$ cat config.mk
export PLATFORM = sky130hd
export DESIGN_NAME = mem_responder
export DESIGN_NICKNAME = d
export VERILOG_FILES = /design/src/rtl/mem_responder.sv
export SDC_FILE = /design/constraint.sdc
export NUM_CORES = 1
export LEC_CHECK = 0
export BUFFER_PORTS_ARGS = -buffer_cell sky130_fd_sc_hd__clkbuf_2
export CAP_MARGIN = 20
export CORE_MARGIN = 4
export CORE_UTILIZATION = 25
export DETAILED_ROUTE_END_ITERATION = 16
export REMOVE_ABC_BUFFERS = 1
export SETUP_SLACK_MARGIN = 0.4
export SLEW_MARGIN = 0
export SYNTH_ARGS = -nofsm -noshare
export SYNTH_HDL_FRONTEND = slang
export SYNTH_SLANG_ARGS = --single-unit
export TNS_END_PERCENT = 10
$ cat constraint.sdc
create_clock -name clk -period 6.6 [get_ports clk]
set_clock_uncertainty 0.05 [all_clocks]
set_input_delay 0.99 -clock clk [delete_from_list [all_inputs] [get_ports clk]]
set_output_delay 0.99 -clock clk [all_outputs]
set_load 0.05 [all_outputs]
$ cat src/rtl/mem_responder.sv
// Single-port memory responder: valid/ready request in, held response out.
// Define MEM_RESP_WAIT_EN to add a WAIT-cycle delay between accept and access.
module mem_responder #(
    parameter int ADDR_BITS = 7,
    parameter int WAIT      = 2
) (
    input  logic        clk,
    input  logic        rst,
    input  logic        req_valid,
    output logic        req_ready,
    input  logic        req_we,
    input  logic [31:0] req_addr,
    input  logic [31:0] req_wdata,
    input  logic [1:0]  req_size,
    input  logic        req_unsigned,
    output logic        resp_valid,
    input  logic        resp_ready,
    output logic [31:0] resp_rdata,
    output logic        resp_err
);

    localparam int WIDX  = ADDR_BITS - 2;
    localparam int WORDS = 2 ** WIDX;

`ifdef MEM_RESP_WAIT_EN
    typedef enum logic [1:0] {ST_IDLE = 2'd0, ST_WAIT = 2'd1, ST_RESP = 2'd2} state_t;
    localparam int CNT_W = (WAIT > 1) ? $clog2(WAIT) : 1;
    logic [CNT_W-1:0] cnt_q, cnt_d;
`else
    typedef enum logic [1:0] {ST_IDLE = 2'd0, ST_RESP = 2'd2} state_t;
    logic unused_wait;
    assign unused_wait = (WAIT != 0);
`endif

    state_t               state_q, state_d;
    logic                 we_q, we_d;
    logic [ADDR_BITS-1:0] addr_q, addr_d;
    logic [31:0]          wdata_q, wdata_d;
    logic [1:0]           size_q, size_d;
    logic                 uns_q, uns_d;
    logic                 err_q, err_d;
    logic [31:0]          rdata_q, rdata_d;
    logic                 resp_err_q, resp_err_d;
    logic [31:0]          mem_q [WORDS];

    logic                 req_fault;
    logic                 in_idle;
    logic                 acc_we, acc_uns, acc_err;
    logic [ADDR_BITS-1:0] acc_addr;
    logic [31:0]          acc_wdata;
    logic [1:0]           acc_size;
    logic [31:0]          acc_word, acc_lane, acc_load, wr_mask, wr_data;
    logic                 do_access, mem_we;

    assign req_fault = (req_size == 2'd3)
                     || ((req_size == 2'd1) && req_addr[0])
                     || ((req_size == 2'd2) && (req_addr[1:0] != 2'b00))
                     || (req_addr[31:ADDR_BITS] != '0);

    // An access from IDLE happens on the accept edge, so it uses the live request.
    assign in_idle   = (state_q == ST_IDLE);
    assign acc_we    = in_idle ? req_we                    : we_q;
    assign acc_addr  = in_idle ? req_addr[ADDR_BITS-1:0]   : addr_q;
    assign acc_wdata = in_idle ? req_wdata                 : wdata_q;
    assign acc_size  = in_idle ? req_size                  : size_q;
    assign acc_uns   = in_idle ? req_unsigned              : uns_q;
    assign acc_err   = in_idle ? req_fault                 : err_q;

    // NOTE: every always_comb output gets a default first so no path infers a latch.
    always_comb begin
        acc_word = mem_q[acc_addr[ADDR_BITS-1:2]];
        acc_lane = acc_word >> {acc_addr[1:0], 3'b000};
        wr_data  = acc_wdata << {acc_addr[1:0], 3'b000};
        acc_load = '0;
        wr_mask  = '0;
        case (acc_size)
            2'd0: begin
                acc_load = {{24{~acc_uns & acc_lane[7]}}, acc_lane[7:0]};
                wr_mask  = 32'h0000_00ff << {acc_addr[1:0], 3'b000};
            end
            2'd1: begin
                acc_load = {{16{~acc_uns & acc_lane[15]}}, acc_lane[15:0]};
                wr_mask  = 32'h0000_ffff << {acc_addr[1:0], 3'b000};
            end
            2'd2: begin
                acc_load = acc_word;
                wr_mask  = 32'hffff_ffff;
            end
            default: ;
        endcase
    end

    always_comb begin
        state_d    = state_q;
        we_d       = we_q;
        addr_d     = addr_q;
        wdata_d    = wdata_q;
        size_d     = size_q;
        uns_d      = uns_q;
        err_d      = err_q;
        rdata_d    = rdata_q;
        resp_err_d = resp_err_q;
        do_access  = 1'b0;
`ifdef MEM_RESP_WAIT_EN
        cnt_d      = cnt_q;
`endif
        case (state_q)
            ST_IDLE: begin
                if (req_valid) begin
                    we_d    = req_we;
                    addr_d  = req_addr[ADDR_BITS-1:0];
                    wdata_d = req_wdata;
                    size_d  = req_size;
                    uns_d   = req_unsigned;
                    err_d   = req_fault;
`ifdef MEM_RESP_WAIT_EN
                    cnt_d   = CNT_W'(WAIT - 1);
                    if (WAIT == 0) begin
                        do_access = 1'b1;
                        state_d   = ST_RESP;
                    end else begin
                        state_d   = ST_WAIT;
                    end
`else
                    do_access = 1'b1;
                    state_d   = ST_RESP;
`endif
                end
            end
`ifdef MEM_RESP_WAIT_EN
            ST_WAIT: begin
                if (cnt_q == '0) begin
                    do_access = 1'b1;
                    state_d   = ST_RESP;
                end else begin
                    cnt_d = cnt_q - 1'b1;
                end
            end
`endif
            ST_RESP: begin
                if (resp_ready) begin
                    state_d    = ST_IDLE;
                    rdata_d    = '0;
                    resp_err_d = 1'b0;
                end
            end
            default: state_d = ST_IDLE;
        endcase

        if (do_access) begin
            rdata_d    = (acc_we || acc_err) ? 32'h0 : acc_load;
            resp_err_d = acc_err;
        end
    end

    assign mem_we = do_access && acc_we && !acc_err;

    // NOTE: sequential state uses non-blocking assignments so every flop samples pre-edge values.
    always_ff @(posedge clk) begin
        if (!rst) begin
            state_q    <= ST_IDLE;
            we_q       <= 1'b0;
            addr_q     <= '0;
            wdata_q    <= '0;
            size_q     <= '0;
            uns_q      <= 1'b0;
            err_q      <= 1'b0;
            rdata_q    <= '0;
            resp_err_q <= 1'b0;
        end else begin
            state_q    <= state_d;
            we_q       <= we_d;
            addr_q     <= addr_d;
            wdata_q    <= wdata_d;
            size_q     <= size_d;
            uns_q      <= uns_d;
            err_q      <= err_d;
            rdata_q    <= rdata_d;
            resp_err_q <= resp_err_d;
        end
    end

`ifdef MEM_RESP_WAIT_EN
    always_ff @(posedge clk) begin
        if (!rst) cnt_q <= '0;
        else      cnt_q <= cnt_d;
    end
`endif

    // NOTE: storage has no reset; contents survive rst, and a write pending at reset is dropped.
    always_ff @(posedge clk) begin
        if (rst && mem_we) begin
            mem_q[acc_addr[ADDR_BITS-1:2]] <= (mem_q[acc_addr[ADDR_BITS-1:2]] & ~wr_mask)
                                            | (wr_data & wr_mask);
        end
    end

    assign req_ready  = rst && (state_q == ST_IDLE);
    assign resp_valid = (state_q == ST_RESP);
    assign resp_rdata = rdata_q;
    assign resp_err   = resp_err_q;

endmodule

==> impl_metrics.py <==
metrics = {
    "status": {
        "outcome": "finished, final reports clean",
    },
    "pwr": {
        "p_clk_share_pct": 39.3,
        "p_int_uw": 12400,
        "swShare_pct": 24.6,
        "switching_power_uw": 4050,
        "p_leak_uw": 0.0162,
        "p_seq_share_pct": 49.1,
        "vdd_drop_max_mv": 0.229,
        "powerDensity_nw_per_um2": 316,
        "combPwrFrac_pct": 11.6,
    },
    "placement": {
        "hpwl_um": 90900,
        "dpl.cell_count": 4901,
        "port_buffers": 106,
        "dpl_cell_area_um2": 48300,
        "gp_congestion": 0.908,
    },
    "sta": {
        "rsz0062_at_grt": "no",
        "whs_ps": 404,
        "period_needed_ps": 5100,
        "setup_violations": 0,
        "tightest_slew_ps": 1300,
        "maxSlewHeadroom_pct": 12.4,
        "final.period_utilization_pct": 77.2,
        "finalHoldViolCount": 0,
        "finalMaxSlewViolations": 0,
        "fmax_mhz": 196,
    },
    "final_layout": {
        "final_cell_area_um2": 52100,
        "multiInputGateArea_um2": 11500,
        "layout.nets": 2764,
        "stdcell_count": 5118,
        "fillCellCount": 17000,
        "final_util_pct": 29.8,
        "seq_area_um2": 32300,
        "synthToLayoutAreaGrowth_pct": 18.0,
        "drive_above_1_share_pct": 26.5,
    },
    "detailed_routing": {
        "drc": 0,
        "drt-pass1-iter-count": 6,
        "vias": 25800,
        "wirelength_um": 141000,
        "ant_nets": 0,
        "routedWlPerCell_um": 27.6,
        "dr.first_iter.drc_count": 3507,
        "via_per_inst": 5.04,
    },
    "yosys": {
        "syn_avg_cell_area_um2": 17.6,
        "ys.flop_type": "edfxtp_1",
        "yosysWarnings": 0,
        "yosys-top-cells-count": "edfxtp_1 (1,024), a21oi_1 (225), mux4_2 (208), nand2_1 (170), o22ai_1 (113)",
        "ys_types": 75,
        "ys_ff_latch": 1100,
        "synth_cells": 2503,
        "yosysMostFrequentCell": "edfxtp_1",
        "async_flop_share_pct": 0,
        "synth_top_cell_area_share_pct": 69.6,
        "synth_top_area_cell": "edfxtp_1",
        "syn_area_um2": 44200,
        "synth_area_leaders": "edfxtp_1 (70%), mux4_2 (11%), dfxtp_1 (3.4%)",
        "synth_edf_count": 1024,
        "synth-seq-area-share_pct": 73.1,
    },
    "min_path": {
        "hold_path.class": "reg2reg",
        "hold_depth": 2,
        "hold_start": "wdata_q[12]",
    },
    "critical_path": {
        "worstRegToRegCells": 8,
        "worstSetupPathType": "reg2reg",
        "endpoint_kind": "flip-flop",
        "rr_startpoint": "state_q[1]",
        "worstSetupStartpointType": "flip-flop",
        "startpoint": "state_q[1]",
        "cp.required_ps": 6900,
        "critPathMaxFanout": 60,
        "arrival_ps": 5400,
    },
    "floorplanning": {
        "core_um2": 175000,
        "io_pins": 107,
        "fp.dieArea_um2": 183000,
        "chipWidth_um": 428,
        "start_util_pct": 25.3,
        "die_y_um": 428,
        "rows": 153,
    },
    "clock_tree": {
        "cts.sinks": 1100,
        "holdBufCountCts": 0,
        "cts_resized": 0,
        "max-clock-path-buffers": 3,
        "cts_buffers": 111,
        "insertion_delay_ps": 700,
        "htree_levels": 3,
        "post_cts_buffers": 0,
        "clk_pin_slew_ps": 60,
        "cts_tree": "yes",
        "root_buffer": "clkbuf_16",
    },
    "global_route": {
        "grt_overflow_total": 0,
        "grt_pass1_vias": 25100,
        "grt_max_degree": 72,
        "antenna_found_initial": 6,
        "grtUsageTotal_pct": 14.9,
        "grt_pass1_wl_um": 197000,
    },
    "run": {
        "maxCapViolations": 0,
    },
}
[logic make-up (layout without fill, tap and decap cells)]
group	Yosys count	after routing	synth area share [%]
AOI/OAI and AO/OA	521	521	7.32
buffers and inverters	165	450	2.18
DFF	1100	1100	73.1
muxes	295	295	12.7
other	0	5	0
and+or+nand+nor	422	422	4.73
[cells in the final DEF (no fill, tap or decap), drive strengths merged, types with 4 or more instances in the layout]
cell	n
diode	5
a32o	9
clkbuf	249
o22ai	113
nor2b	18
a22oi	6
a211oi	31
a21oi	235
o21ai	59
buf	134
o41a	4
or4	9
nor3	13
and2	6
mux2	16
o22a	4
a221oi	4
nor2	91
dfxtp	76
nand2b	5
clkinvlp	5
o31ai	14
mux4	208
nor4	45
mux2i	71
o41ai	6
inv	5
nand3	17
nand2	170
bufinv	15
a21o	8
and3	23
edfxtp	1024
clkinv	42
o211ai	7
[final cells by class]
cell class,instances,area share (%)
clock buffers,143,5.76
repair buffers,240,3.25
clock inverters,66,1.39
diodes,5,0.0240
multi-input cells,1238,22.0
flip-flops and latches,1100,62.0
inverters,1,0.00721
well taps,2325,5.58
[final timing paths]
path,end,slack [ps]
worst max-delay path,mem_q[9][1],1500
worst min-delay path,wdata_q[12],400
worst max register to register,mem_q[9][1],1500
worst min register to register,wdata_q[12],400
[power groups by stage]
stage                     clock [uW]  sequential [uW]  combinational [uW]
after floorplan                    0             8240                 998
after global placement             0             8220                1840
after detailed placement           0             8220                1890
after CTS                       6520             8070                1900
after global routing            6830             8070                2010
final                           6470             8070                1910
[stage by stage]
stage / total power, uW / setup slack (ps) / setup TNS [ps]
6_report: 16400 / 1500 / 0
5_1_grt: 16900 / 1440 / 0
4_1_cts: 16500 / 1610 / 0
3_5_place_dp: 10100 / 1430 / 0
3_3_place_gp: 10100 / 1460 / 0
2_1_floorplan: 9240 / -3770 / -4805090
[routing by layer]
| layer | GRT usage [%] | vias up | wire, um |
|---|---|---|---|
| met1 | 18.4 | 13500 | 52100 |
| met2 | 24.5 | 1365 | 68600 |
| met4 | 8.92 | 0 | 9980 |
| li1 | - | 10600 | - |
| met5 | 0 | - | 0 |
| met3 | 2.49 | 325 | 10800 |
[sequential cells by signal, summed over array words and instances (netlist names)]
signal and count:
mem_q 1024, resp_rdata 32, wdata_q 32, addr_q 7, size_q 2, resp_err 1, state_q 1, uns_q 1
[critical path, cell delays in order, from the launching register on]
cell      delay, ps
dfxtp_4         480
buf_12          280
nand2b_2        690
nor4_1          490
nand3_1         370
nor2_1          260
nand2_1         490
nor2_4         1010
buf_4           450
No activity file was read; power rests on OpenSTA's default activity.
